<file path="config.mk">
export PLATFORM = sky130hd
export DESIGN_NAME = fetch_stage
export DESIGN_NICKNAME = d
export VERILOG_FILES = /design/src/rtl/pipeline_pkg.sv /design/src/rtl/sat_counter.sv /design/src/rtl/fetch_stage.sv
export SDC_FILE = /design/constraint.sdc
export NUM_CORES = 1
export LEC_CHECK = 0
export ABC_AREA = 1
export BUFFER_PORTS_ARGS = -buffer_cell sky130_fd_sc_hd__buf_2
export CAP_MARGIN = 20
export CORE_UTILIZATION = 35
export DETAILED_ROUTE_END_ITERATION = 6
export GPL_TIMING_DRIVEN = 0
export SLEW_MARGIN = 0
export SYNTH_ARGS = -nofsm -noshare
export SYNTH_HDL_FRONTEND = slang
export SYNTH_HIERARCHICAL = 1
export SYNTH_SLANG_ARGS = --single-unit
</file>
<file path="constraint.sdc">
create_clock -name clk_i -period 5.9 [get_ports clk_i]
set_input_delay 0.59 -clock clk_i [delete_from_list [all_inputs] [get_ports clk_i]]
set_output_delay 0.59 -clock clk_i [all_outputs]
set_load 0.05 [all_outputs]
</file>
<file path="src/rtl/pipeline_pkg.sv">
// Shared pipeline definitions: datapath width, reset PC, NOP word,
// PC increment and the stage boot/run FSM encoding.
package pipeline_pkg;

   localparam int XLEN = 32;
   localparam int PC_INC = 4;

   localparam logic [XLEN-1:0] RESET_PC = 32'h0000_0000;
   localparam logic [31:0] NOP_INSTR = 32'h0000_0013;

   typedef enum logic {
      BOOT = 1'b0,
      RUN  = 1'b1
   } stage_e;

endpackage

</file>
<file path="src/rtl/sat_counter.sv">
// Saturating up-counter: counts cycles with inc_i=1, sticks at all-ones.
// Ports: clk_i, rst_i (async high), inc_i, count_o[CNT_W].
module sat_counter #(
   parameter int CNT_W = 32
) (
   input  logic             clk_i,
   input  logic             rst_i,
   input  logic             inc_i,
   output logic [CNT_W-1:0] count_o
);

   logic full;

   assign full = &count_o;

   always_ff @(posedge clk_i or posedge rst_i) begin
      if (rst_i) begin
         count_o <= '0;
      end else if (inc_i && !full) begin
         count_o <= count_o + CNT_W'(1);
      end
   end

endmodule

</file>
<file path="src/rtl/fetch_stage.sv">
// IF stage: PC register, imem address, IF/ID register, boot FSM and
// fetch/stall/flush counters. Ports follow the pipeline control bundle.
module fetch_stage
   import pipeline_pkg::*;
#(
   parameter int                    XLEN      = pipeline_pkg::XLEN,
   parameter logic [XLEN-1:0]       RESET_PC  = pipeline_pkg::RESET_PC,
   parameter logic [31:0]           NOP_INSTR = pipeline_pkg::NOP_INSTR,
   parameter int                    CNT_W     = 32
) (
   input  logic             clk_i,
   input  logic             rst_i,
   input  logic             pc_write_i,
   input  logic             stall_i,
   input  logic             flush_i,
   input  logic [XLEN-1:0]  branch_target_i,
   input  logic [31:0]      imem_data_i,
   output logic [XLEN-1:0]  imem_addr_o,
   output logic [XLEN-1:0]  if_id_pc_o,
   output logic [31:0]      if_id_instr_o,
   output logic             if_id_valid_o,
   output logic             misalign_o,
   output logic [CNT_W-1:0] fetch_cnt_o,
   output logic [CNT_W-1:0] stall_cnt_o,
   output logic [CNT_W-1:0] flush_cnt_o
);

   stage_e state;
   stage_e state_nxt;

   logic [XLEN-1:0] pc;
   logic [XLEN-1:0] pc_nxt;
   logic [XLEN-1:0] pc_seq;
   logic [XLEN-1:0] ipc_nxt;
   logic [31:0]     instr_nxt;
   logic            valid_nxt;
   logic            mis_nxt;
   logic            fetch_inc;
   logic            stall_inc;
   logic            flush_inc;

   assign pc_seq      = pc + XLEN'(PC_INC);
   assign imem_addr_o = pc;

   always_comb begin
      state_nxt = RUN;
      pc_nxt    = pc;
      ipc_nxt   = if_id_pc_o;
      instr_nxt = if_id_instr_o;
      valid_nxt = if_id_valid_o;
      mis_nxt   = misalign_o;
      fetch_inc = 1'b0;
      stall_inc = 1'b0;
      flush_inc = 1'b0;
      unique case (state)
         BOOT: begin
            // First cycle after reset: fetch unconditionally.
            pc_nxt    = pc_seq;
            ipc_nxt   = pc;
            instr_nxt = imem_data_i;
            valid_nxt = 1'b1;
            fetch_inc = 1'b1;
         end
         RUN: begin
            if (stall_i) begin
               // IF/ID frozen; a flush here is re-resolved later.
               stall_inc = 1'b1;
               if (pc_write_i) begin
                  pc_nxt = pc_seq;
               end
            end else if (flush_i && pc_write_i) begin
               pc_nxt    = {branch_target_i[XLEN-1:2], 2'b00};
               ipc_nxt   = pc;
               instr_nxt = NOP_INSTR;
               valid_nxt = 1'b0;
               mis_nxt   = misalign_o | (|branch_target_i[1:0]);
               flush_inc = 1'b1;
            end else begin
               if (pc_write_i) begin
                  pc_nxt = pc_seq;
               end
               ipc_nxt   = pc;
               instr_nxt = imem_data_i;
               valid_nxt = 1'b1;
               fetch_inc = 1'b1;
            end
         end
         default: begin
            state_nxt = RUN;
         end
      endcase
   end

   always_ff @(posedge clk_i or posedge rst_i) begin
      if (rst_i) begin
         state         <= BOOT;
         pc            <= RESET_PC;
         if_id_pc_o    <= '0;
         if_id_instr_o <= NOP_INSTR;
         if_id_valid_o <= 1'b0;
         misalign_o    <= 1'b0;
      end else begin
         state         <= state_nxt;
         pc            <= pc_nxt;
         if_id_pc_o    <= ipc_nxt;
         if_id_instr_o <= instr_nxt;
         if_id_valid_o <= valid_nxt;
         misalign_o    <= mis_nxt;
      end
   end

   sat_counter #(
      .CNT_W(CNT_W)
   ) u_fetch_cnt (
      .clk_i  (clk_i),
      .rst_i  (rst_i),
      .inc_i  (fetch_inc),
      .count_o(fetch_cnt_o)
   );

   sat_counter #(
      .CNT_W(CNT_W)
   ) u_stall_cnt (
      .clk_i  (clk_i),
      .rst_i  (rst_i),
      .inc_i  (stall_inc),
      .count_o(stall_cnt_o)
   );

   sat_counter #(
      .CNT_W(CNT_W)
   ) u_flush_cnt (
      .clk_i  (clk_i),
      .rst_i  (rst_i),
      .inc_i  (flush_inc),
      .count_o(flush_cnt_o)
   );

endmodule
</file>
==> results.sh <==
export IMPL_hold_viol_final=0
export IMPL_cts_inserted_buffers=17
export IMPL_synth_area_leaders="dfrtp_1 (40%), nand2_1 (24%), nor2_1 (6.7%), inv_1 (4.4%), nand3_1 (3.1%)"
export IMPL_cp_start_kind="flop"
export IMPL_post_cts_resized=0
export IMPL_grt_pass1_vias=11087
export IMPL_wl_per_cell_um=15.5
export IMPL_n_antenna_cell=0
export IMPL_vias_per_cell=4.84
export IMPL_outcome="completed"
export IMPL_grt_pass1_wl_um=59400
export IMPL_cts_path_max_buffers=2
export IMPL_swShare=0.449
export IMPL_r2r_slack_ps=3350
export IMPL_insertion_delay_ps=460
export IMPL_cp_startpoint="state$_DFF_PP0_"
export IMPL_initial_core_util=0.357
export IMPL_max_cap_violations=0
export IMPL_grt_use_met1=0.299
export IMPL_ios=263
export IMPL_max_slew_margin=0.472
export IMPL_first_pass_iters=6
export IMPL_finalCritPeriodShare=0.432
export IMPL_clk_pin_slew_worst_paths_ps=80
export IMPL_cpPeakStageDelay_ps=400
export IMPL_power_switching_mw=1.99
export IMPL_htreeDepth=4
export IMPL_seq_power_share=0.388
export IMPL_cpLargestDelayFamily="buffers and inverters"
export IMPL_irDropWorstVdd_mv=0.365
export IMPL_vias=11709
export IMPL_criticalPathCategory="flop to flop"
export IMPL_worst_pin_slew_ps=791
export IMPL_power_density_nw_per_um2=313
export IMPL_drc=0
export IMPL_finalSetupTns_ps=0
export IMPL_top_usage_layer="met2"
export IMPL_p_leak_nw=7.42
export IMPL_core_area_um2=32600
export IMPL_track_usage=0.224
export IMPL_cts_hold_buffers=0
export IMPL_r2r_start="state$_DFF_PP0_"
export IMPL_row_count=66
export IMPL_required_ps=6250
export IMPL_period_minus_slack_ps=2550
export IMPL_end_kind="flop"
export IMPL_die_area_um2=34000
export IMPL_cpMostUsedCell="nand2_1"
export IMPL_arrival_ps=2900
export IMPL_syn_inst=1682
export IMPL_gr_total_overflow=0
export IMPL_synthDistinctLibCells=44
export IMPL_path_depth=12
export IMPL_clock_skew_final_ps=15.7
export IMPL_final_common_cell="nand2_1"
export IMPL_grtUsageMet2=0.373
export IMPL_drt_iter0_drc=772
export IMPL_yosysWarnings=6
export IMPL_final_cell_mix="nand2_1 (730), buf_2 (270), nor2_1 (208)"
export IMPL_nets=2038
export IMPL_r2r_end="u_stall_cnt/count_o[31]$_DFFE_PP0P_"
export IMPL_ant_nets=0
export IMPL_finish_utilization=0.434
export IMPL_place_ws_ps=3270
export IMPL_worstPathMaxFanout=14
export IMPL_synth_top_cell_by_area="dfrtp_1"
export IMPL_fmax_ghz=0.392
export IMPL_cts_sinks=191
export IMPL_p_int_mw=2.44
export IMPL_holdWs_ps=257
export IMPL_synth_top_cell_area_share=0.404
export IMPL_rsz0062_at_grt="no"
export IMPL_synth_cell_area_um2=11600
export IMPL_power_frac_clock=0.262
export IMPL_antenna_found_initial=0
export IMPL_finalWirelength_um=37600
export IMPL_cp_cell_sequence="buf_2 > nand2_2 > inv_2 > buf_4 > buf_2 > inv_1 > nor2_1 > nand2_1 > nor2_1 > nand2_1 > nand2_1 > nand2_1"
export IMPL_synth_seq_cells=191
export IMPL_hpwl_um=28300
export IMPL_rr_worst_depth=12
export IMPL_cts_tree="yes"
export IMPL_syn_mean_instance_area_um2=6.93
export IMPL_post_cts_buffers=0
export IMPL_ys_seq_area_frac=0.411
export IMPL_grt_max_degree=51
export IMPL_root_buffer="clkbuf_16"
export IMPL_io_buffers=258
export IMPL_layout_setup_ws_ps=3350
export IMPL_slew_viol_final=0
export IMPL_final_setup_viol_count=0
export IMPL_globalplace_congestion=0.929
export IMPL_syn_to_final_growth_pct=21.6
export IMPL_p_comb_frac=0.350
export IMPL_dieWidth_um=184
export IMPL_hold_class="primary input to async pin"
export IMPL_dieHeight_um=184
export IMPL_total_power_mw=4.44
export IMPL_drive_gt1_frac=0.208
export IMPL_crit_end="u_stall_cnt/count_o[31]$_DFFE_PP0P_"
export IMPL_grt_use_met3=0.0342
export IMPL_path_buf_inv=5
export IMPL_crit_path_top_delay_cell="buf_2"
[sequential cells by signal, summed over array words and instances (netlist names)]
signal / flops
u_fetch_cnt/count_o: 32
u_flush_cnt/count_o: 32
misalign_o: 1
if_id_pc_o: 30
imem_addr_o: 30
state: 1
if_id_instr_o: 32
if_id_valid_o: 1
u_stall_cnt/count_o: 32
[stage by stage]
stage | instance area, um^2 | instances
detailed placement | 13600 | 2388
floorplan | 11700 | 1685
finish | 14200 | 2420
global placement | 13500 | 2385
global route | 14200 | 2420
CTS | 14200 | 2420
[metal layers]
layer,part of all wire,routed length [um]
met1,0.46,17300
met2,0.47,17800
met3,0.052,1960
met4,0.015,579
met5,0,0
[Yosys cell counts, drive strengths merged]
library cell	count
nand3b	22
or2	2
o31ai	1
inv	159
o221ai	1
o32a	1
buf	38
a21oi	34
nand4	9
a22oi	1
o32ai	2
a211oi	1
nor3	9
a41oi	1
xor2	29
o22ai	4
nor2	236
nand3	74
clkbuf	5
xnor2	11
o21ai	56
conb	2
ha	4
dfstp	3
a31oi	4
o211ai	2
o21bai	1
nand2	753
dfrtp	188
a22o	29
[final cells by class]
cell class,instances,area (um^2)
Fill cell,3401,18500
Multi-Input combinational cell,1292,5960
Sequential cell,191,4780
Timing Repair Buffer,261,1370
Inverter,159,599
Tap cell,442,553
Clock buffer,19,453
Buffer,43,319
Clock inverter,13,118
[kinds of logic (layout without fill, tap and decap cells)]
logic type	after synthesis	in the layout	synth area share
other	2	5	0.000645
buffers and inverters	202	495	0.0786
AND/OR/NAND/NOR	1105	1105	0.403
AO/OA/AOI/OAI	138	138	0.0731
XOR/XNOR	40	40	0.0301
adder cells (fa/ha/maj)	4	4	0.00430
flip-flops	191	191	0.411
[power groups by stage]
stage                     registers, mW  clock network, mW  logic [mW]
after floorplan                    2.31                  0       0.548
after global placement             1.74                  0        1.54
after detailed placement           1.74                  0        1.56
after CTS                          1.72               1.20        1.56
after global routing               1.75               1.25        1.66
final                              1.72               1.16        1.55
[worst min path at each step]
stage	end	slack [ps]	cells past startpoint
2_1_floorplan	if_id_instr_o[0]$_DFFE_PP1N_	670	2
3_3_place_gp	if_id_pc_o[20]$_DFFE_PP0N_	450	2
3_5_place_dp	if_id_pc_o[4]$_DFFE_PP0N_	460	2
4_1_cts	if_id_pc_o[8]$_DFFE_PP0N_	280	2
5_1_grt	imem_addr_o[18]$_DFF_PP0_	320	2
6_report	if_id_pc_o[8]$_DFFE_PP0N_	260	2
Note: power is estimated with default switching activity, not from simulation.
